`src/rtl/vend_pkg.sv`:
```
// rtl/vend_pkg.sv - controller states, coin values and width helper for the vending controller
package vend_pkg;

  typedef enum logic [2:0] {
    IDLE,
    COLLECT,
    VEND,
    CHANGE,
    REFUND
  } state_t;

  localparam logic [2:0] NICKEL_V  = 3'd1;
  localparam logic [2:0] DIME_V    = 3'd2;
  localparam logic [2:0] QUARTER_V = 3'd5;

  // Select width that stays legal for a single-item machine
  function automatic int sel_width(input int n);
    return (n > 1) ? $clog2(n) : 1;
  endfunction

endpackage

```
`src/rtl/change_pay.sv`:
```
// rtl/change_pay.sv - nickel payout counter shared by change return and refund
module change_pay #(
  parameter int W = 4
) (
  input  logic         clock,
  input  logic         reset,
  input  logic         load,
  input  logic [W-1:0] load_count,
  output logic         nickel_out,
  output logic         done
);

  logic [W-1:0] count;

  // After a load, pay one nickel per cycle until the loaded count is exhausted
  always_ff @(posedge clock) begin
    if (reset) begin
      count      <= '0;
      nickel_out <= 1'b0;
    end else if (load) begin
      count      <= load_count;
      nickel_out <= 1'b0;
    end else if (count != '0) begin
      count      <= count - 1'b1;
      nickel_out <= 1'b1;
    end else begin
      nickel_out <= 1'b0;
    end
  end

  assign done = (count == '0);

endmodule

```
`src/rtl/vend_ctrl.sv`:
```
// rtl/vend_ctrl.sv - multi-item vending controller top; VEND_REFUND_EN adds the cancel port and REFUND path
module vend_ctrl
  import vend_pkg::*;
#(
  parameter int                            NUM_ITEMS  = 3,
  parameter int                            CREDIT_W   = 4,
  parameter logic [NUM_ITEMS*CREDIT_W-1:0] PRICE_LIST = {4'd6, 4'd5, 4'd4},
  parameter int                            MAX_CREDIT = 15,
  localparam int                           SEL_W      = sel_width(NUM_ITEMS)
) (
  input  logic                clock,
  input  logic                reset,
  input  logic                nickel_in,
  input  logic                dime_in,
  input  logic                quarter_in,
  input  logic                sel_valid,
  input  logic [SEL_W-1:0]    sel,
`ifdef VEND_REFUND_EN
  input  logic                cancel,
`endif
  output logic                coin_reject,
  output logic                dispense,
  output logic [SEL_W-1:0]    item_out,
  output logic                nickel_out,
  output logic [CREDIT_W-1:0] credit
);

  localparam int SUM_W = CREDIT_W + 1;

  state_t              state, state_d;
  logic [CREDIT_W-1:0] credit_d;
  logic                sel_held, sel_held_d;
  logic [SEL_W-1:0]    sel_q, sel_q_d;
  logic                dispense_d;
  logic [SEL_W-1:0]    item_d;
  logic                coin_reject_d;
  logic [CREDIT_W-1:0] price;
  logic [2:0]          coin_val;
  logic                coin_any;
  logic                coin_multi;
  logic                coin_ok;
  logic [SUM_W-1:0]    coin_sum;
  logic                collecting;
  logic                vend_ok;
  logic                sel_ok;
  logic                cancel_req;
  logic                pay_load;
  logic [CREDIT_W-1:0] pay_count;
  logic                pay_done;

`ifdef VEND_REFUND_EN
  assign cancel_req = cancel && (state == COLLECT);
`else
  assign cancel_req = 1'b0;
`endif

  // Price of the held selection
  always_comb begin
    price = '0;
    for (int i = 0; i < NUM_ITEMS; i++) begin
      if (sel_q == SEL_W'(i)) price = PRICE_LIST[i*CREDIT_W +: CREDIT_W];
    end
  end

  // Highest-value strobe wins when several coins arrive together
  always_comb begin
    coin_val = 3'd0;
    if (quarter_in)     coin_val = QUARTER_V;
    else if (dime_in)   coin_val = DIME_V;
    else if (nickel_in) coin_val = NICKEL_V;
  end

  assign coin_any   = nickel_in | dime_in | quarter_in;
  assign coin_multi = (nickel_in & dime_in) | (nickel_in & quarter_in) | (dime_in & quarter_in);
  assign coin_sum   = SUM_W'(credit) + SUM_W'(coin_val);
  assign collecting = (state == IDLE) || (state == COLLECT);
  assign coin_ok    = coin_any && collecting && !cancel_req && (coin_sum <= SUM_W'(MAX_CREDIT));
  assign vend_ok    = (state == COLLECT) && sel_held && (credit >= price);
  assign sel_ok     = sel_valid && ($unsigned(32'(sel)) < $unsigned(NUM_ITEMS));

  // Next state, next credit/selection and next values of the registered pulses
  always_comb begin
    state_d       = state;
    credit_d      = credit;
    sel_held_d    = sel_held;
    sel_q_d       = sel_q;
    dispense_d    = 1'b0;
    item_d        = '0;
    coin_reject_d = coin_multi || (coin_any && !coin_ok);
    pay_load      = 1'b0;
    pay_count     = '0;
    case (state)
      IDLE, COLLECT: begin
        if (coin_ok) credit_d = coin_sum[CREDIT_W-1:0];
        if (cancel_req) begin
          state_d    = REFUND;
          sel_held_d = 1'b0;
          pay_load   = 1'b1;
          pay_count  = credit;
        end else if (vend_ok) begin
          // Selection is frozen on the way into VEND so the price used there matches
          state_d    = VEND;
          dispense_d = 1'b1;
          item_d     = sel_q;
        end else begin
          if (sel_ok) begin
            sel_held_d = 1'b1;
            sel_q_d    = sel;
          end
          state_d = ((credit_d != '0) || sel_held_d) ? COLLECT : IDLE;
        end
      end
      VEND: begin
        credit_d   = credit - price;
        sel_held_d = 1'b0;
        if (credit_d != '0) begin
          state_d   = CHANGE;
          pay_load  = 1'b1;
          pay_count = credit_d;
        end else begin
          state_d = IDLE;
        end
      end
      CHANGE, REFUND: begin
        // Credit tracks the payout: one nickel off per pulse
        if (!pay_done) credit_d = credit - 1'b1;
        else           state_d  = IDLE;
      end
      default: state_d = IDLE;
    endcase
  end

  // State register
  always_ff @(posedge clock) begin
    if (reset) state <= IDLE;
    else       state <= state_d;
  end

  // Credit, held selection and registered output pulses
  always_ff @(posedge clock) begin
    if (reset) begin
      credit      <= '0;
      sel_held    <= 1'b0;
      sel_q       <= '0;
      dispense    <= 1'b0;
      item_out    <= '0;
      coin_reject <= 1'b0;
    end else begin
      credit      <= credit_d;
      sel_held    <= sel_held_d;
      sel_q       <= sel_q_d;
      dispense    <= dispense_d;
      item_out    <= item_d;
      coin_reject <= coin_reject_d;
    end
  end

  change_pay #(
    .W(CREDIT_W)
  ) u_pay (
    .clock      (clock),
    .reset      (reset),
    .load       (pay_load),
    .load_count (pay_count),
    .nickel_out (nickel_out),
    .done       (pay_done)
  );

endmodule

```
`config.mk`:
```
export PLATFORM = sky130hd
export DESIGN_NAME = vend_ctrl
export DESIGN_NICKNAME = d
export VERILOG_FILES = /design/src/rtl/vend_pkg.sv /design/src/rtl/change_pay.sv /design/src/rtl/vend_ctrl.sv
export SDC_FILE = /design/constraint.sdc
export NUM_CORES = 1
export LEC_CHECK = 0
export CORE_MARGIN = 1.5
export CORE_UTILIZATION = 58
export DETAILED_ROUTE_END_ITERATION = 8
export MAX_ROUTING_LAYER = met4
export PLACE_DENSITY = 0.83
export SYNTH_ARGS = -nofsm -noshare
export SYNTH_HDL_FRONTEND = slang
export SYNTH_SLANG_ARGS = --single-unit
```
`constraint.sdc`:
```
create_clock -name clock -period 8 [get_ports clock]
set_input_delay 2.4 -clock clock [delete_from_list [all_inputs] [get_ports clock]]
set_output_delay 2.4 -clock clock [all_outputs]
set_load 0.01 [all_outputs]
```
==> impl_metrics.ini, run 1 <==
[finish]
layout.nets = 176
n_antenna_cell = 0
areaGrowthSynthToFinish_pct = 14.8
multi_input_area_um2 = 858
seqCellArea_um2 = 360
fillers = 149
drive_gt1_frac = 0.0710

[logic_synthesis]
synth_flop_cell = dfxtp_1
synthesis.nets = 160
yosysWarnings = 0
syn_inst = 141
synth-seq-area-share = 0.282
synth_area_um2 = 1280
synthArstFlopShare = 0
avgSynthCellArea_um2 = 9.05
ys_ff_latch = 18
synth_cell_types = 52
synth-edff-count = 0

[global_routing]
grtUsageTotal = 0.268
grt_max_degree = 16
overflow = 0
grt_antenna_before_repair = 0
grt_pass1_vias = 1083
grt_pass1_wl_um = 4880

[hold_path]
holdPathStages = 1
whs_endpoint = item_out[0]
hp-class = reg -> reg
hold_start = sel_q[0]

[floorplanning]
core_um2 = 2020
dieArea_um2 = 2490
ioPinCount = 17
die_x_um = 49.9
die_h_um = 49.9
rows = 16
initial_core_util = 0.631

[timing]
whs_ps = 524
maxSlewHeadroom = 0.641
fin_ws_ps = 3180
rsz0062_at_grt = false
hold_viol_final = 0
max_freq_ghz = 0.207
tns_ps = 0
setup_viol = 0
maxSlewViolCount = 0
clock-skew-final_ps = 7.38
fin_crit_ps = 4820
min_period_over_period = 0.603
worst_pin_slew_ps = 538

[detailed_routing]
num_vias = 1147
drc_errors = 0
first_iter_violations = 33
viasPerCell = 6.30
final_antenna_net_count = 0
wl_per_cell_um = 16.1
totalWireLength_um = 2920
drt-pass1-iter-count = 4

[critical_path]
worstPathMaxFanout = 6
arrival_ps = 5020
r2r-start = credit[0]
cpMostUsedCell = a21o_1
crit_required_ps = 8200
reg2reg_depth = 9
worstSetupPathType = in -> reg
timing.rr.end = state[0]
r2r_setup_slack_ps = 5230
path_cells = clkdlybuf4s50_1 > a21o_1 > ha_1 > fa_1 > a21o_1 > a211oi_4 > mux2i_1 > nor4b_1 > a221oi_1
cpPeakStageDelay_ps = 530
start_kind = input pin
worstSetupEndpointType = flip-flop
slowest_stage = clkdlybuf4s50_1

[power_and_ir_drop]
ir_drop_v = 0.000272
p_per_area_nw_per_um2 = 342
leakage_nw = 0.644

[cts]
cts_buffers = 3
cts_setup_buffers = 0
ctsRootBufferMaster = clkbuf_4
hold_buffers = 0
htree_levels = 1
cts.clk_slew.worst_paths_ps = 100
cts_tree = built
cts_resized = 0
clk_latency_ps = 290
clk_path_buf_depth = 2
cts_sinks = 18

[placement]
hpwl_um = 2230
place_congestion = 0.881
pre_cts_ws_ps = 2890
portBuffers = 16

[outcome]
status = complete, no violations

[job]
cap_violations = 0
[power breakdown]
part / internal [mW] / switching [mW] / total, mW
Combinational: 0.144 / 0.147 / 0.291
Sequential: 0.116 / 0.0494 / 0.166
Clock: 0.0175 / 0.0273 / 0.0448
[worst max-delay path by stage]
stage	start	endpoint	slack (ps)	cells after the start
after global routing	dime_in	credit[3]	2990	10
after CTS	quarter_in	credit[3]	3200	9
final	quarter_in	state[0]	3180	9
after floorplan	dime_in	credit[3]	3580	9
after global placement	dime_in	credit[3]	2990	10
after detailed placement	quarter_in	credit[3]	2890	9
[logic make-up after synthesis]
group / count (synthesis) / synth area share
xor+xnor: 6 / 0.0412
flops: 18 / 0.282
buf+inv: 13 / 0.0451
compound gates: 40 / 0.255
fa+ha+maj: 12 / 0.127
mux: 5 / 0.0392
simple gates: 47 / 0.210
[critical path, delay by kind of cell]
family          cells  cell delay, ps
compound gates      4            1120
fa+ha+maj           2             610
buf+inv             1             530
mux                 1             280
simple gates        1              80
[layout make-up]
| class | count | share of cell area |
|---|---|---|
| flip-flops and latches | 18 | 0.246 |
| repair buffers | 16 | 0.109 |
| inverters | 8 | 0.0205 |
| clock buffers | 3 | 0.0154 |
| multi-input cells | 110 | 0.586 |
| well taps | 27 | 0.0231 |
[routing by layer]
layer,track usage,vias up,wire (um)
li1,-,550,-
met1,0.343,533,1270
met2,0.418,58,1430
met3,0.0364,6,187
met4,0.125,0,38
met5,-,-,0
[stage by stage]
stage / utilization / total power [mW] / cells / cell area (um^2)
floorplan: - / 0.375 / 141 / 1280
global placement: 0.713 / 0.440 / 179 / 1440
detailed placement: 0.713 / 0.451 / 179 / 1440
CTS: 0.725 / 0.498 / 182 / 1470
global route: 0.725 / 0.542 / 182 / 1470
finish: 0.725 / 0.501 / 182 / 1470
[Yosys cell counts, drive strengths merged (2+ instances only)]
library cell   n  area (um^2)
o21ai          6         37.5
nor2           9         33.8
ha             9          113
dfxtp         18          360
clkbuf         3         11.3
inv            8         30.0
a211oi         3         35.0
a21boi         2         15.0
nor3           5         30.0
mux2i          5         50.1
xor2           4         35.0
a21oi          5         25.0
xnor2          2         17.5
nand3          2         10.0
a21o           5         37.5
or3            2         12.5
nor2b          3         21.3
fa             2         40.0
o211ai         2         15.0
nand2          9         33.8
nand2b         3         18.8
and2           4         25.0
o311a          3         30.0
o211a          4         40.0
o21a           2         15.0
[cells in the final DEF (no fill, tap or decap), types with 2 or more instances in the layout]
| cell type | netlist | layout |
|---|---|---|
| dfxtp_1 | 18 | 18 |
| o21ai_1 | 3 | 3 |
| clkdlybuf4s50_1 | 0 | 16 |
| o211ai_1 | 2 | 2 |
| xnor2_1 | 2 | 2 |
| fa_1 | 2 | 2 |
| nand2b_1 | 3 | 3 |
| or3_1 | 2 | 2 |
| a211oi_1 | 2 | 2 |
| xor2_1 | 4 | 4 |
| o311a_1 | 3 | 3 |
| a21o_1 | 5 | 5 |
| nor2_1 | 9 | 9 |
| inv_1 | 8 | 8 |
| a21oi_1 | 5 | 5 |
| and2_1 | 4 | 4 |
| clkbuf_4 | 0 | 3 |
| nor2b_1 | 2 | 2 |
| mux2i_1 | 5 | 5 |
| o21ai_2 | 2 | 2 |
| nand2_1 | 9 | 9 |
| nand3_1 | 2 | 2 |
| o21a_1 | 2 | 2 |
| nor3_1 | 4 | 4 |
| o211a_1 | 4 | 4 |
| ha_1 | 9 | 9 |
[state kept, by name, indices dropped and copies added, names as in the netlist]
signal            cells
credit                4
u_pay.count           4
item_out              2
sel_q                 2
state                 2
coin_reject           1
dispense              1
sel_held              1
u_pay.nickel_out      1
(Power assumes the default switching activity.)
==> run 2, diff against run 1 <==
- CORE_UTILIZATION: 58 -> 49
- PLACE_DENSITY: 0.83 -> 0.75
- clock period: 8 -> 4.3 ns (I/O delays scaled with it)
==> run 2 against run 1 <==
Net effect: count of clock-buffer cells in the layout is 1 higher; combinational power is 87% higher; critical path type unchanged; wire length is 1.3% lower; worst setup slack worse by 2600 ps; utilization is 13 points lower; clock skew is 5.7 ps lower; largest power group unchanged.
==> impl_metrics.ini, run 2 (same netlist as run 1, synthesis figures left out) <==
[outcome]
status = complete, no violations

[floorplanning]
core_um2 = 2480
initial_core_util = 0.515
die_x_um = 54.0
rows = 18
die_h_um = 54.0
dieArea_um2 = 2920
ioPinCount = 17

[cts]
hold_buffers = 0
cts_resized = 0
ctsRootBufferMaster = clkbuf_4
cts_sinks = 18
clk_path_buf_depth = 2
cts.clk_slew.worst_paths_ps = 110
cts_tree = built
cts_buffers = 3
clk_latency_ps = 310
htree_levels = 1
cts_setup_buffers = 0

[detailed_routing]
wl_per_cell_um = 15.5
num_vias = 1113
totalWireLength_um = 2890
drc_errors = 0
final_antenna_net_count = 0
drt-pass1-iter-count = 4
viasPerCell = 5.98
first_iter_violations = 29

[finish]
areaGrowthSynthToFinish_pct = 16.2
mostFrequentLayoutCells = dfxtp_1, clkdlybuf4s50_1, nor2_1, nand2_1, ha_1
final_common_cell = dfxtp_1
layout.nets = 176
drive_gt1_frac = 0.0769
n_antenna_cell = 0
largestRegisters = credit: 4 flops, u_pay.count: 4 flops

[critical_path]
r2r-start = credit[0]
timing.rr.end = state[0]
cpMostUsedCell = a21o_1
endpoint = credit[3]
worstSetupPathType = in -> reg
crit_required_ps = 4510
slowest_stage = clkdlybuf4s50_1
cpPeakStageDelay_ps = 510
path_cells = clkdlybuf4s50_1 > inv_1 > a21o_1 > ha_1 > fa_1 > a21o_1 > a211oi_4 > o21ai_2 > xor2_1 > a2111oi_2
critPathLaunch = dime_in
arrival_ps = 3930
worstPathMaxFanout = 6
start_kind = input pin
worstSetupEndpointType = flip-flop
r2r_setup_slack_ps = 1700
reg2reg_depth = 9

[placement]
hpwl_um = 2180
portBuffers = 16
place_congestion = 0.923
pre_cts_ws_ps = 268

[timing]
rsz0062_at_grt = false
hold_viol_final = 0
fin_crit_ps = 3720
max_freq_ghz = 0.269
clock-skew-final_ps = 1.65
fin_ws_ps = 584
maxSlewHeadroom = 0.634
worst_pin_slew_ps = 548
min_period_over_period = 0.864
tns_ps = 0
setup_viol = 0
maxSlewViolCount = 0
whs_ps = 552

[global_routing]
grt_pass1_vias = 1056
overflow = 0
grt_max_degree = 16
grtUsageTotal = 0.231
grt_antenna_before_repair = 0
grt_pass1_wl_um = 4770

[power_and_ir_drop]
ir_drop_v = 0.000399
leakage_nw = 0.652
p_per_area_nw_per_um2 = 647

[hold_path]
hp-class = reg -> reg

[job]
cap_violations = 0
==> run 2: cell types whose count changed in the layout (fill, tap and decap cells not counted), sizes merged <==
cell    change
clkbuf      +1
==> run 2: routing by layer <==
layer	share of wire	up-vias	global-route usage	wire [um]
li1	-	547	-	-
met1	0.47	530	0.287	1370
met2	0.47	31	0.370	1360
met3	0.043	5	0.0389	124
met4	0.014	0	0.0958	39
met5	0	-	-	0
==> run 2: worst min-delay path by stage <==
stage | startpoint | to | slack, ps | cells past startpoint
after floorplan | sel_q[0] | item_out[0] | 470 | 1
after global placement | sel_q[0] | item_out[0] | 520 | 1
after detailed placement | sel_held | sel_held | 530 | 2
after CTS | sel_held | sel_held | 550 | 2
after global routing | sel_q[0] | item_out[0] | 570 | 1
final | sel_q[0] | item_out[0] | 550 | 1
==> run 2: worst max-delay path, delay by kind of cell <==
kind | cells | cell delay, ps
AO/OA/AOI/OAI | 5 | 1240
buffers and inverters | 2 | 580
XOR/XNOR | 1 | 170
adder cells (fa/ha/maj) | 2 | 630
==> run 2: cell type report <==
cell class                      count  area, um^2
Tap cell                           30        37.5
Timing Repair Buffer               16         160
Fill cell                         227         995
Multi-Input combinational cell    110         858
Inverter                            8        30.0
Sequential cell                    18         360
Clock buffer                        4        36.3
==> run 2: through the flow <==
stage          total power [mW]  cells  cell area, um^2   util
2_1_floorplan             0.698    141             1280      -
3_3_place_gp              0.831    182             1450  0.584
3_5_place_dp              0.843    182             1450  0.584
4_1_cts                   0.955    186             1480  0.598
5_1_grt                    1.03    186             1480  0.598
6_report                  0.959    186             1480  0.598
==> run 2: where the power goes <==
| part | internal (mW) | switching, mW | total [mW] |
|---|---|---|---|
| Sequential | 0.216 | 0.0878 | 0.304 |
| Clock | 0.0518 | 0.0576 | 0.109 |
| Combinational | 0.270 | 0.276 | 0.545 |
==> run 3, diff against run 2 <==
- GPL_TIMING_DRIVEN: unset -> 0
==> run 3 against run 2 <==
Net effect: combinational power grew 6.1%; sequential share of layout area shrank 0.44 points; critical path type unchanged; final area grew 1.9%; flip-flop and latch count is the same; utilization grew 1.1 points; register-to-register slack lost 70 ps; non-clock buffer count grew 5; cell count grew 2.7%; clock skew grew 5.9 ps.
==> impl_metrics.ini, run 3 (same netlist as run 1, synthesis figures left out) <==
[outcome]
status = complete, no violations

[finish]
fillers = 218
drive_gt1_frac = 0.0807
final_area_um2 = 1510
multi_input_area_um2 = 858
final_common_cell = dfxtp_1
n_antenna_cell = 0
areaGrowthSynthToFinish_pct = 18.3
seqCellArea_um2 = 360
largestRegisters = credit: 4 flops, u_pay.count: 4 flops
utilization = 0.610
layout.nets = 181
mostFrequentLayoutCells = dfxtp_1, clkdlybuf4s50_1, nor2_1, nand2_1, ha_1

[timing]
maxSlewViolCount = 0
setup_viol = 0
fin_crit_ps = 3730
rsz0062_at_grt = false
max_freq_ghz = 0.268
fin_ws_ps = 572
worst_pin_slew_ps = 540
min_period_over_period = 0.867
tns_ps = 0
maxSlewHeadroom = 0.638
clock-skew-final_ps = 7.51
hold_viol_final = 0

[cts]
ctsRootBufferMaster = clkbuf_4
cts_buffers = 3
clk_latency_ps = 310
cts_tree = built
cts_resized = 0
cts.clk_slew.worst_paths_ps = 110
cts_sinks = 18
htree_levels = 1
hold_buffers = 0
clk_path_buf_depth = 2
cts_setup_buffers = 0

[critical_path]
worstSetupEndpointType = flip-flop
cpPeakStageDelay_ps = 510
start_kind = input pin
path_cells = clkdlybuf4s50_1 > inv_1 > a21o_1 > ha_1 > fa_1 > a21o_1 > a211oi_4 > o21ai_2 > xor2_1 > a2111oi_2
arrival_ps = 3940
slowest_stage = clkdlybuf4s50_1
crit_required_ps = 4510
cpMostUsedCell = a21o_1
worstSetupPathType = in -> reg
worstPathBufferInverterCount = 2
cpLargestDelayFamily = compound AO/OA/AOI/OAI gates
worstPathMaxFanout = 6

[floorplanning]
die_h_um = 54.0
initial_core_util = 0.515
dieArea_um2 = 2920
die_x_um = 54.0
ioPinCount = 17
rows = 18
core_um2 = 2480

[global_routing]
grt_antenna_before_repair = 0
grt_pass1_wl_um = 4490
overflow = 0
grt_pass1_vias = 1044
grt_max_degree = 11
grtUsageTotal = 0.216

[detailed_routing]
drc_errors = 0
first_iter_violations = 28
drt-pass1-iter-count = 4
totalWireLength_um = 2810
final_antenna_net_count = 0
num_vias = 1120
wl_per_cell_um = 14.7
viasPerCell = 5.86

[placement]
placed_cell_area_um2 = 1470
portBuffers = 16
place_congestion = 0.937
hpwl_um = 2170
pre_cts_ws_ps = 247

[power_and_ir_drop]
leakage_nw = 0.666
p_total_uw = 962
p_per_area_nw_per_um2 = 637
ir_drop_v = 0.000373

[hold_path]
hp-class = reg -> reg

[job]
cap_violations = 0
==> run 3: power breakdown <==
part	leakage, nW	internal, mW	switching (mW)
combinational	0.497	0.279	0.300
sequential	0.149	0.216	0.0588
clock	0.0210	0.0518	0.0564
total	0.666	0.547	0.415
==> run 3: worst paths after layout <==
check / endpoint / cells past startpoint / slack (ps) / from
max: credit[3] / 10 / 570 / dime_in
min: item_out[1] / 1 / 530 / sel_q[1]
max reg2reg: state[0] / 9 / 1630 / credit[0]
min reg2reg: item_out[1] / 1 / 530 / sel_q[1]
==> run 3: final cells by class <==
cell class / instances / area share
plain buffers: 5 / 0.0182
flip-flops and latches: 18 / 0.239
multi-input cells: 110 / 0.568
inverters: 8 / 0.0199
repair buffers: 16 / 0.106
well taps: 30 / 0.0249
clock buffers: 4 / 0.0240
==> run 3: layer usage <==
metal | vias up | share of wire | track usage | routed length [um]
met5 | - | 0 | - | 0
met4 | 0 | 0.0092 | 0.0583 | 26
met3 | 2 | 0.045 | 0.0278 | 126
met2 | 35 | 0.49 | 0.380 | 1380
met1 | 520 | 0.46 | 0.258 | 1280
li1 | 563 | - | - | -
==> run 3: stage by stage <==
| step | hold WS [ps] | std cells |
|---|---|---|
| after floorplan | 473 | 141 |
| after global placement | 498 | 187 |
| after detailed placement | 516 | 187 |
| after CTS | 533 | 191 |
| after global routing | 549 | 191 |
| final | 534 | 191 |
